File: config.mk
export PLATFORM = sky130hd
export DESIGN_NAME = fir_load_ctrl
export DESIGN_NICKNAME = d
export VERILOG_FILES = /design/src/rtl/fir_load_ctrl.sv
export SDC_FILE = /design/constraint.sdc
export NUM_CORES = 1
export LEC_CHECK = 0
export CORE_MARGIN = 3
export CORE_UTILIZATION = 40
export DETAILED_ROUTE_END_ITERATION = 6
export SLEW_MARGIN = 20
export SYNTH_ARGS = -nofsm -noshare
export SYNTH_HDL_FRONTEND = slang
export SYNTH_SLANG_ARGS = --single-unit
File: constraint.sdc
create_clock -name clk -period 11.2 [get_ports clk]
set_clock_uncertainty 0.2 [all_clocks]
set_input_delay 1.12 -clock clk [delete_from_list [all_inputs] [get_ports clk]]
set_output_delay 1.12 -clock clk [all_outputs]
set_load 0.02 [all_outputs]
File: src/rtl/fir_load_ctrl.sv
// ---------------------------------------------------------------------------
// fir_load_ctrl
//
// Sequences an external transposed-form FIR filter. Coefficients are staged
// in a local bank, shifted into the filter on request, the filter
// accumulators are flushed with zeros, and then samples stream through with
// a valid pipe that tracks which filter outputs belong to real input samples.
//
// Parameters
//   W1 : sample and coefficient width
//   W4 : filter output width
//   L  : filter length (coefficient address is 4 bits wide)
//
// Ports
//   clk        : clock, all registers on the rising edge
//   reset      : asynchronous, active-high reset
//   coef_we    : coefficient bank write strobe (ignored while busy)
//   coef_addr  : bank index 0..L-1 (out-of-range writes are ignored)
//   coef_wdata : coefficient value to write
//   start      : one-cycle request to load the bank into the filter
//   busy       : high while coefficients load or the filter flushes
//   s_valid    : input sample available
//   s_data     : input sample
//   s_ready    : high only while streaming; accept = s_valid && s_ready
//   fir_load_x : registered mode to the filter, 0 = coefficient shift,
//                1 = sample run
//   fir_c      : registered coefficient to the filter
//   fir_x      : registered sample to the filter (zero for bubbles)
//   fir_y      : filter output
//   m_valid    : output strobe, no backpressure
//   m_data     : registered filter output
// ---------------------------------------------------------------------------
module fir_load_ctrl #(
    parameter int W1 = 9,
    parameter int W4 = 11,
    parameter int L  = 15
) (
    input  logic                 clk,
    input  logic                 reset,
    input  logic                 coef_we,
    input  logic [3:0]           coef_addr,
    input  logic signed [W1-1:0] coef_wdata,
    input  logic                 start,
    output logic                 busy,
    input  logic                 s_valid,
    input  logic signed [W1-1:0] s_data,
    output logic                 s_ready,
    output logic                 fir_load_x,
    output logic signed [W1-1:0] fir_c,
    output logic signed [W1-1:0] fir_x,
    input  logic signed [W4-1:0] fir_y,
    output logic                 m_valid,
    output logic signed [W4-1:0] m_data
);

    typedef enum logic [1:0] {
        IDLE  = 2'd0,
        LOAD  = 2'd1,
        FLUSH = 2'd2,
        RUN   = 2'd3
    } state_t;

    localparam logic [3:0] LAST_PHASE = 4'(L - 1);

    state_t               state_q;
    state_t               state_d;
    logic [3:0]           phaseCnt_q;
    logic [3:0]           phaseCnt_d;
    logic signed [W1-1:0] bank_q [L];
    logic                 firLoadX_q;
    logic signed [W1-1:0] firC_q;
    logic signed [W1-1:0] firX_q;
    logic [2:0]           validPipe_q;
    logic                 mValid_q;
    logic signed [W4-1:0] mData_q;

    logic                 accept;
    logic                 bankWe;
    logic                 pipeClear;

    // A start seen while streaming drops s_ready in that same cycle, so no
    // sample is accepted on the edge that leaves RUN; the same condition
    // discards everything still travelling through the filter.
    assign busy      = (state_q == LOAD) || (state_q == FLUSH);
    assign s_ready   = (state_q == RUN) && !start;
    assign accept    = s_valid && s_ready;
    assign pipeClear = (state_q == RUN) && start;
    assign bankWe    = coef_we && !busy && (32'(coef_addr) < 32'(L));

    assign fir_load_x = firLoadX_q;
    assign fir_c      = firC_q;
    assign fir_x      = firX_q;
    assign m_valid    = mValid_q;
    assign m_data     = mData_q;

    // Next-state logic. The phase counter times both LOAD and FLUSH, each
    // lasting exactly L cycles, and returns to zero whenever one of those
    // states is left.
    always_comb begin
        state_d    = state_q;
        phaseCnt_d = phaseCnt_q;
        unique case (state_q)
            IDLE: begin
                if (start) begin
                    state_d    = LOAD;
                    phaseCnt_d = '0;
                end
            end
            LOAD: begin
                if (phaseCnt_q == LAST_PHASE) begin
                    state_d    = FLUSH;
                    phaseCnt_d = '0;
                end else begin
                    phaseCnt_d = phaseCnt_q + 4'd1;
                end
            end
            FLUSH: begin
                if (phaseCnt_q == LAST_PHASE) begin
                    state_d    = RUN;
                    phaseCnt_d = '0;
                end else begin
                    phaseCnt_d = phaseCnt_q + 4'd1;
                end
            end
            RUN: begin
                if (start) begin
                    state_d    = LOAD;
                    phaseCnt_d = '0;
                end
            end
            default: begin
                state_d    = IDLE;
                phaseCnt_d = '0;
            end
        endcase
    end

    // State register and phase counter.
    always_ff @(posedge clk or posedge reset) begin
        if (reset) begin
            state_q    <= IDLE;
            phaseCnt_q <= '0;
        end else begin
            state_q    <= state_d;
            phaseCnt_q <= phaseCnt_d;
        end
    end

    // Coefficient bank. Writes are only taken while the bank is not being
    // shifted out, so a load always sees one consistent coefficient set.
    always_ff @(posedge clk or posedge reset) begin
        if (reset) begin
            for (int i = 0; i < L; i++) begin
                bank_q[i] <= '0;
            end
        end else if (bankWe) begin
            bank_q[coef_addr] <= coef_wdata;
        end
    end

    // Filter-facing registers are computed from the next state so they line
    // up with the state they belong to: in the k-th LOAD cycle fir_c already
    // holds bank entry k. Entry 0 goes out first and therefore ends up in
    // filter tap 0 after the full shift. Outside LOAD fir_c keeps its value.
    always_ff @(posedge clk or posedge reset) begin
        if (reset) begin
            firLoadX_q <= 1'b1;
            firC_q     <= '0;
            firX_q     <= '0;
        end else begin
            firLoadX_q <= (state_d != LOAD);
            if (state_d == LOAD) begin
                firC_q <= bank_q[phaseCnt_d];
            end
            firX_q <= accept ? s_data : '0;
        end
    end

    // Valid pipe: stage 0 matches the fir_x register, stage 1 the filter x
    // register, stage 2 the filter accumulator, and m_valid the m_data
    // register. Bubbles and LOAD/FLUSH cycles never set stage 0, so their
    // outputs are never flagged valid.
    always_ff @(posedge clk or posedge reset) begin
        if (reset) begin
            validPipe_q <= '0;
            mValid_q    <= 1'b0;
            mData_q     <= '0;
        end else begin
            if (pipeClear) begin
                validPipe_q <= '0;
                mValid_q    <= 1'b0;
            end else begin
                validPipe_q <= {validPipe_q[1:0], accept};
                mValid_q    <= validPipe_q[2];
            end
            mData_q <= fir_y;
        end
    end

endmodule

After elaboration in Yosys (flattened, before gate mapping)
Cells that the tools add are included.

Output and inout bits: 33. Input port bits: 38. Logic and storage cells: 64. Flip-flop bits (word level): 175.

Add/subtract/negate cells: 1. Equality and inequality tests: 6. Multiplexer cells: 16. Bitwise operators: 2. Reductions and logical operators: 12. Magnitude comparators: 4.

Operators by type and width (number): bitwise mux 135 bit (1); binary-select mux 9 bit (select 4 bit) (1); demux 9 bit (select 4 bit) (1); two-way mux 9 bit (4); greater-or-equal comparator 5 bit, second input constant (2); NOT 4 -> 5 bit (2); two-way mux 4 bit (2); case mux 4 bit (2 select lines) (1); logical AND 1 bit (6); two-way mux 2 bit (3); case mux 2 bit (3 select lines) (1); < comparator 5 x 1 -> 1 bit, second input constant (1); adder 4 x 1 -> 4 bit, second input constant (1); equality test 2 x 1 -> 1 bit, second input constant (2); equality test 2 bit, second input constant (2); equality test 4 bit, second input constant (1); < comparator 4 bit, second input constant (1); OR reduction 2 bit (2); two-way mux 3 bit (1); zero test 1 bit (2); zero test 2 bit (1); inequality test 2 x 1 -> 1 bit, second input constant (1); logical OR 1 bit (1); two-way mux 1 bit (1).

Longest topological paths before layout
Depth in word-level cells: 7. Mapped depth: 13. Depth with buffers taken out: 9.

Worst setup path after synthesis
Ideal clock, no wire load.

Path type: input -> output. Start point: input port start. End point: output port s_ready. Path slack: 8.312 ns. Cell stages on the path: 2. Arrival time: 1.568 ns. Buffers on the path: 1. Required time: 9.880 ns. Path through: nor2b_1 clkbuf_1.

Longest elaborated chain between the ends: 2.

RTL lines: start, declared (line 43) `input logic start,`; zero test 1 bit (line 85) `assign s_ready = (state_q == RUN) && !start;`; logical AND 1 bit (line 85); end, declared (line 47) `output logic s_ready,`.

Every way passes these cells.

Worst setup path in the final report
Same ends and word-level chain as after synthesis.

==> key figures <==
Status
  • Status: completed

Setup path
  • CP startpoint kind: input port
  • Worst R2R Start: state_q[0]
  • Worst Path Max Fanout: 11
  • CP endpoint kind: output pin
  • Worst path required time: 9.88 ns
  • Worst EP arrival: 2.93 ns
  • Worst Setup SP: start
  • Crit path kind: in2out

Global route
  • Vias in the first global route: 5729
  • First-pass GRT wire length: 31.3 mm
  • Largest net degree at the start of global routing: 96
  • GRT Residual Overflow: 0
  • GRT Total Usage: 18.3%
  • Initial antenna violation count: 0

Detailed routing
  • DR vias/cell: 5.49
  • WL final: 19.1 mm
  • DRC: 0
  • Vias: 5410
  • Initial DRC count: 343
  • Wire per inst: 19.4 um
  • First-pass iteration count of the detailed router: 5
  • Post-route ant nets: 0

Pwr
  • Tot Pwr: 2.80 mW
  • Internal power: 1.73 mW
  • Comb power frac: 41.7%
  • Clock power share: 21.4%
  • Maximum VDD drop: 0.117 mV
  • Reg power frac: 36.8%
  • Sw power: 1.07 mW
  • Leak: 4.21 nW
  • Net Sw Frac: 38.1%
  • Pwr dens: 295 nW/um^2

Finish
  • Layout cells sized above 1: 25.6%
  • Final #Nets: 750
  • Commonest non-fill, non-tap cells in the layout: dfrtp_1, mux2_2, nand2_1
  • Fill count: 1824
  • Syn-to-layout area delta: 17.9%
  • Area of the multi-input gates: 3400 um^2
  • ANT cells: 0
  • Most common cell after layout, fill and taps aside: dfrtp_1
  • FF/Latch Area: 4380 um^2

Timing
  • Fin crit period: 4.25 ns
  • Setup TNS: 0 ns
  • RSZ-0062 raised after global routing: false
  • Final Max Tran Viols: 0
  • Fin crit share: 37.9%
  • Pin slew with the least headroom to its limit: 0.977 ns
  • Fmax: 235 MHz
  • Max_slew headroom: 34.5%
  • # setup viols final: 0
  • Final hold violation count: 0

Hold path
  • Worst min path class: reg2reg
  • Worst Hold Launch: validPipe_q[0]

Synth
  • Post-Syn Instances: 651
  • Synth area leader: dfrtp_1
  • Cell area after synthesis: 8040 um^2
  • Yosys top cell area share: 54.1%
  • YS warnings: 0
  • Top cells by area, synth: dfrtp_1, mux2_2, nand2_1
  • Yosys reg bits: 175
  • Synth unique cells: 64
  • Synth async-reset ratio: 100%
  • Avg Inst Size Synth: 12.4 um^2
  • Main flop type after synthesis: dfrtp_1
  • Post-synth EDFFs: 0
  • Post-synth net total: 694
  • Seq/Total Area, Yosys: 54.5%

Clock tree
  • CTS Hold Bufs: 0
  • Clk_lat worst skew: 0.43 ns
  • Clock buffer depth: 2
  • CTS tree: yes
  • Num Clock Sinks: 175
  • Clock-pin transition on the worst setup and hold timing paths: 0.06 ns
  • Post-CTS sizing: 0
  • # Post-CTS Setup Buffers: 0
  • TritonCTS buffer count: 17
  • Root buffer cell: clkbuf_16
  • Total number of H-tree levels: 4

Flow run
  • Max_cap viols: 0

Place
  • Post-DP HPWL: 12.8 mm
  • GP Congestion: 0.769
  • IO buf count: 70

Floorplanning
  • Chip height: 148 um
  • Die area: 21800 um^2
  • I/O Pins: 71
  • Starting Density: 41.1%
  • Die X: 148 um
  • FP Rows: 51
  • Core ar.: 19600 um^2
==> cells by family after synthesis <==
logic type | after synthesis | synth area share [%]
and+or+nand+nor | 175 | 10.9
muxes | 148 | 20.6
adders and majority gates | 5 | 0.778
DFF | 175 | 54.5
AOI/OAI and AO/OA | 102 | 10.0
buffers and inverters | 46 | 3.30
==> final timing paths <==
check / to / slack, ns / depth (start not counted)
min reg2reg: validPipe_q[1] / 0.25 / 1
max reg2reg: fir_c[7] / 7.12 / 10
max in group asynchronous: bank_q[90] / 8.49 / 3
min: validPipe_q[1] / 0.25 / 1
max: s_ready / 6.95 / 3
min in group asynchronous: m_data[9] / 1.07 / 2
==> area by class of cell <==
class | count | share of cell area (%)
flip-flops and latches | 175 | 46.2
multi-input cells | 430 | 35.8
repair buffers | 75 | 7.82
clock inverters | 7 | 1.16
inverters | 8 | 0.409
well taps | 265 | 3.50
clock buffers | 25 | 5.12
==> metal layers <==
metal	GRT usage [%]	up-vias	part of all wire (%)
met1	24.9	2807	46
met5	0	-	0
met4	5.64	0	1.7
met2	29.5	100	49
met3	3.95	23	3.2
li1	-	2480	-
==> worst max-delay path, cell delays in order <==
cell             delay [ns]
clkdlybuf4s50_1        0.51
nor2b_1                0.56
clkdlybuf4s50_1        0.73
==> cell usage after synthesis, types with 4 or more instances <==
master and number:
dfrtp_1 174, mux2_2 127, nand2_1 83, a21oi_1 32, nand3_1 24, clkbuf_1 14, and3_1 13, mux2i_1 12
nor2_1 12, a32oi_1 11, buf_2 11, a311oi_1 8, buf_6 8, mux2_1 8, a221o_1 7, o21ai_0 7
a22o_1 6, and2_1 6, o2111a_1 6, ha_1 5, inv_1 5, nor2_2 5, buf_4 4, nand2b_1 4
nand3b_1 4, nand4_1 4
==> stage by stage <==
step | hold WS, ns | setup slack [ns] | std cells | area, um^2 | utilization [%]
final | 0.252 | 6.95 | 985 | 9490 | 48.4
after global routing | 0.277 | 6.86 | 985 | 9490 | 48.4
after global placement | 0.234 | 6.96 | 953 | 8890 | 45.4
after CTS | 0.256 | 6.94 | 985 | 9480 | 48.4
after detailed placement | 0.241 | 6.88 | 953 | 8890 | 45.4
after floorplan | 0.228 | 5.14 | 651 | 8040 | -
==> power groups by stage <==
| stage | logic [mW] | clock network (mW) | registers [mW] |
|---|---|---|---|
| 2_1_floorplan | 0.919 | 0 | 1.00 |
| 3_3_place_gp | 1.14 | 0 | 1.03 |
| 3_5_place_dp | 1.16 | 0 | 1.04 |
| 4_1_cts | 1.17 | 0.614 | 1.03 |
| 5_1_grt | 1.28 | 0.644 | 1.06 |
| 6_report | 1.17 | 0.600 | 1.03 |
==> state kept, by name (all words and copies together) (netlist names) <==
name,cells
validPipe_q,3
fir_load_x,1
fir_x,9
state_q,2
m_data,11
m_valid,1
fir_c,9
bank_q,135
phaseCnt_q,4
No activity file was read; power rests on OpenSTA's default activity.
